[src/rtl/sha1_msg_padder.sv]
// SHA-1 message padder: packs a big-endian word stream into 512-bit chunks,
// appends the 0x80 marker, zero fill and 64-bit bit length, and sequences the core.
module sha1_msg_padder #(
  parameter int MAX_LEN_BITS = 64
) (
  input  logic         clk,
  input  logic         reset,
  input  logic [31:0]  in_data,
  input  logic         in_valid,
  input  logic         in_last,
  input  logic [2:0]   in_nbytes,
  output logic         in_ready,
  output logic         core_init,
  output logic         core_next,
  output logic [511:0] core_chunk,
  input  logic         core_ready,
  input  logic [159:0] core_digest,
  output logic [159:0] digest,
  output logic         digest_valid,
  output logic         busy
);

  localparam int CNT_W = MAX_LEN_BITS - 3;

  typedef enum logic [2:0] {
    FILL,
    PAD,
    LEN,
    ISSUE,
    HOLD,
    WAIT
  } state_t;

  state_t                  state;
  logic [0:15][31:0]       chunk_q;
  logic [4:0]              word_idx;
  logic [CNT_W-1:0]        byte_cnt;
  logic                    first;
  logic                    is_final;
  logic                    pad_pending;
  logic                    padding;
  logic [2:0]              n_eff;
  logic [31:0]             last_word;
  logic [MAX_LEN_BITS-1:0] bitlen;

  assign in_ready   = (state == FILL) && !reset;
  assign core_chunk = chunk_q;
  assign n_eff      = (in_nbytes > 3'd4) ? 3'd4 : in_nbytes;
  assign bitlen     = {byte_cnt, 3'b000};

  // Keep the valid leading bytes of the final word and drop the marker right after them.
  always_comb begin
    // NOTE: combinational outputs get a default first so no path can infer a latch.
    last_word = '0;
    case (n_eff)
      3'd0:    last_word = 32'h8000_0000;
      3'd1:    last_word = {in_data[31:24], 24'h80_0000};
      3'd2:    last_word = {in_data[31:16], 16'h8000};
      3'd3:    last_word = {in_data[31:8], 8'h80};
      default: last_word = in_data;
    endcase
  end

  always_ff @(posedge clk) begin
    // NOTE: registered state uses non-blocking assignments; pulses default low each cycle.
    core_init    <= 1'b0;
    core_next    <= 1'b0;
    digest_valid <= 1'b0;
    if (reset) begin
      // NOTE: the chunk buffer is reset because it drives core_chunk and doubles as zero fill.
      chunk_q     <= '0;
      state       <= FILL;
      word_idx    <= '0;
      byte_cnt    <= '0;
      first       <= 1'b1;
      is_final    <= 1'b0;
      pad_pending <= 1'b0;
      padding     <= 1'b0;
      digest      <= '0;
      busy        <= 1'b0;
    end else begin
      case (state)
        FILL: begin
          if (in_valid) begin
            busy <= 1'b1;
            if (in_last) begin
              chunk_q[word_idx[3:0]] <= last_word;
              pad_pending            <= (n_eff == 3'd4);
              byte_cnt               <= byte_cnt + CNT_W'(n_eff);
              word_idx               <= word_idx + 5'd1;
              padding                <= 1'b1;
              state                  <= PAD;
            end else begin
              chunk_q[word_idx[3:0]] <= in_data;
              byte_cnt               <= byte_cnt + CNT_W'(4);
              word_idx               <= word_idx + 5'd1;
              if (word_idx == 5'd15) begin
                is_final <= 1'b0;
                state    <= ISSUE;
              end
            end
          end
        end

        // Words 14/15 may still need the marker or zero fill; only a clean
        // word 14 leaves room for the length in this chunk.
        PAD: begin
          if (word_idx == 5'd16) begin
            is_final <= 1'b0;
            state    <= ISSUE;
          end else if (word_idx != 5'd14 || pad_pending) begin
            chunk_q[word_idx[3:0]] <= pad_pending ? 32'h8000_0000 : 32'h0;
            pad_pending            <= 1'b0;
            word_idx               <= word_idx + 5'd1;
          end else begin
            state <= LEN;
          end
        end

        LEN: begin
          chunk_q[14] <= bitlen[63:32];
          chunk_q[15] <= bitlen[31:0];
          is_final    <= 1'b1;
          state       <= ISSUE;
        end

        ISSUE: begin
          if (core_ready) begin
            if (first) core_init <= 1'b1;
            else       core_next <= 1'b1;
            first    <= 1'b0;
            word_idx <= '0;
            state    <= HOLD;
          end
        end

        // The core only drops ready one cycle after the strobe.
        HOLD: state <= WAIT;

        WAIT: begin
          if (core_ready) begin
            chunk_q <= '0;
            if (is_final) begin
              digest       <= core_digest;
              digest_valid <= 1'b1;
              busy         <= 1'b0;
              byte_cnt     <= '0;
              is_final     <= 1'b0;
              first        <= 1'b1;
              padding      <= 1'b0;
              state        <= FILL;
            end else begin
              state <= padding ? PAD : FILL;
            end
          end
        end

        default: state <= FILL;
      endcase
    end
  end

endmodule

[config.mk]
export PLATFORM = sky130hd
export DESIGN_NAME = sha1_msg_padder
export DESIGN_NICKNAME = d
export VERILOG_FILES = /design/src/rtl/sha1_msg_padder.sv
export SDC_FILE = /design/constraint.sdc
export NUM_CORES = 1
export LEC_CHECK = 0
export CAP_MARGIN = 20
export CORE_AREA = 2 2 337 339
export CTS_CLUSTER_DIAMETER = 40
export DETAILED_ROUTE_END_ITERATION = 16
export DIE_AREA = 0 0 339 341
export GPL_TIMING_DRIVEN = 1
export PLACE_DENSITY = 0.48
export RECOVER_POWER = 100
export SYNTH_ARGS = -nofsm -noshare
export SYNTH_HDL_FRONTEND = slang
export SYNTH_SLANG_ARGS = --single-unit
[constraint.sdc]
create_clock -name clk -period 6.27 [get_ports clk]
set_input_delay 1.881 -clock clk [delete_from_list [all_inputs] [get_ports clk]]
set_output_delay 1.881 -clock clk [all_outputs]
set_load 0.005 [all_outputs]
==> summary.txt <==
Clock sink count: 749
Yosys cell types: 69
Worst Hold Class: reg -> reg
Nets@finish: 4,018
Slew HR: -1.21
I/O Pins: 877
Synth top area share: 0.549
All-Layer GR Usage: 0.203
PwrDens: 332 nW/um^2
Starting Density: 0.244
H-tree depth: 4
Clock transition at path regs: 50 ps
Net Count, Synth: 3,213
GR Overflow Total: 0
# fillers: 11,400
Crit end category: register
Final Hold Fails: 0
Max Freq: 0.191 GHz
VDD IR max: 0.000203 V
Synthesized flop and latch total: 749
Via density per instance: 4.69
Drt first-iter violations: 1,589
Post-Layout Cell Count: 5,420
Tmin final: 5240 ps
Layout cell share with drive strength beyond 1: 0.0825
Startpoint types: primary input
Via total after detailed routing: 25,400
CTS tree: built
Number of enable flip-flop cells after synthesis: 0
Final Cell Area: 42,100 sq um
Ranking of synthesized cells by area: dfxtp_1, nand2_1, nand3_1
Root Buffer: clkbuf_16
Crit Path Category: in -> reg
Final setup vio count: 0
Post-synth ARST share: 0
Wire length per cell: 22.6 um
Mapped Avg Cell Area: 9.09 sq um
Core area: 112,000 sq um
Synthesis-to-finish area growth: 54.2%
Largest net degree at the start of global routing: 172
Worst Reg-to-Reg Cells: 6
Synthesis Warnings: 0
Actual slew at the worst max-slew pin: 3320 ps
Gpl congestion: 0.810
Post-layout util: 0.376
Drt pass-1 iters: 5
DP Area: 37,500 sq um
Largest buffer count on any clock path: 3
Mapped Cells: 3,003
FF-to-FF End: digest[19]$_SDFFE_PP0P_
DRC viols: 0
Failing checks: max-capacitance violations, max-slew violations
Register area share after synthesis: 0.549
Post-synth top flop: dfxtp_1
Die Y: 341 um
CP required: 6890 ps
Vias in the first global route: 24,300
Worst Path Arrival: 5860 ps
First-pass GRT wire length: 173,000 um
Clk_skew: 29.0 ps
Final period util: 0.836
RSZ-0062 raised after global routing: false
Maxcap violations: 4
Total die area: 116,000 sq um
WL final: 122,000 um
Pleak: 17.0 nW
Rows: 123
Slew Limit Fails: 263
Number of hold buffers added after CTS: 0
Status: complete, but fails checks
Worst Setup SP: core_ready
Leading area contributor after synthesis: dfxtp_1
Initial antenna violation count: 11
Reg-to-reg startpoint: state[2]$_SDFFE_PP0P_
Mapped cell area: 27,300 sq um
Hpwl dp: 85,100 um
Clk_lat worst skew: 720 ps
Setup tns final: 0 ps
Crit Path Max Fanout: 163
Reg2reg setup slack: 1950 ps
Die Wd: 339 um
Number of port buffers: 876
Cells after DPL: 5,172
Post-CTS Setup Repair Bufs: 0
Post-cts sizing count: 0
Num CTS Buffers: 134
CP endpoint: digest[19]$_SDFFE_PP0P_
Antenna-violating nets left: 0
## critical path, stage by stage
cell and delay (ps):
dlygate4sd3_1 530, clkbuf_1 330, nand3_4 190, buf_2 2270, nand2_1 230, a21oi_1 260
## cells by family (layout without fill, tap and decap cells)
family	after synthesis	after routing	synth area share
buffers and inverters	289	1202	0.0422
XOR/XNOR	17	17	0.00545
AO/OA/AOI/OAI	737	737	0.167
other	0	4	0
flip-flops	749	749	0.549
AND/OR/NAND/NOR	1053	1053	0.177
multiplexers	148	148	0.0543
adder cells (fa/ha/maj)	10	10	0.00486
## routing by layer
layer | GRT usage | share of wire | vias to the layer above
met2 | 0.339 | 0.48 | 953
met1 | 0.243 | 0.41 | 12000
met3 | 0.0670 | 0.080 | 180
met5 | 0 | 0.00057 | -
met4 | 0.0698 | 0.028 | 10
li1 | - | - | 12300
## cell usage in the layout, fill, tap and decap left out, types with 10 or more instances in the layout
cell type and instances:
a32oi_1 40, nand3_1 303, a2bb2o_1 13, nor2b_1 12
inv_1 17, o21ai_0 288, clkinv_2 22, o31ai_1 18
nor2_1 47, a22oi_1 21, clkbuf_2 11, mux2i_1 146
bufinv_16 16, nand4_1 33, a22o_1 20, clkbuf_1 20
clkbuf_8 19, or3_1 28, buf_4 36, nor3_1 10
nand2_1 537, dfxtp_1 749, clkinvlp_4 11, o2bb2ai_1 77
a21oi_1 216, inv_6 13, clkbuf_16 137, or4_1 18
clkdlybuf4s50_1 196, xor2_1 14, dlygate4sd3_1 679
## synth_stat cells (all sizes together), types with 28 or more instances
cell	instances
a21oi	218
a32oi	40
buf	33
clkbuf	238
dfxtp	749
mux2i	146
nand2	537
nand3	305
nand4	34
nor2	48
o21ai	289
o2bb2ai	77
or3	28
## report_power, final
group | internal (mW) | switching (mW)
Sequential | 4.90 | 0.0836
Clock | 4.91 | 2.64
Combinational | 0.517 | 0.915
Total | 10.3 | 3.64
## per-stage QoR
stage | setup WS (ps) | total power [mW] | hold WS [ps]
finish | 1030 | 14.0 | 430
global route | 741 | 14.5 | 462
CTS | 1280 | 14.2 | 431
detailed placement | 1250 | 6.58 | 437
global placement | 1280 | 6.58 | 440
floorplan | 1910 | 5.72 | 417
## how the worst min path moves through the flow
stage,startpoint,to,slack [ps],depth (start not counted)
3_5_place_dp,first$_SDFFE_PP1P_,core_next$_SDFF_PP0_,440,1
5_1_grt,digest[68]$_SDFFE_PP0P_,digest[68]$_SDFFE_PP0P_,460,2
4_1_cts,first$_SDFFE_PP1P_,core_next$_SDFF_PP0_,430,1
6_report,first$_SDFFE_PP1P_,core_next$_SDFF_PP0_,430,1
2_1_floorplan,first$_SDFFE_PP1P_,core_next$_SDFF_PP0_,420,1
3_3_place_gp,first$_SDFFE_PP1P_,core_next$_SDFF_PP0_,440,1
## final cells by class
class,count,area [sq um],area share
Clock buffer,166,3730,0.0885
Antenna cell,4,10.0,0.000238
Tap cell,1500,1880,0.0446
Sequential cell,749,15000,0.356
Timing Repair Buffer,940,9260,0.220
Clock inverter,78,973,0.0231
Inverter,18,67.6,0.00160
Multi-Input combinational cell,1965,11200,0.266
(Power assumes the default switching activity.)
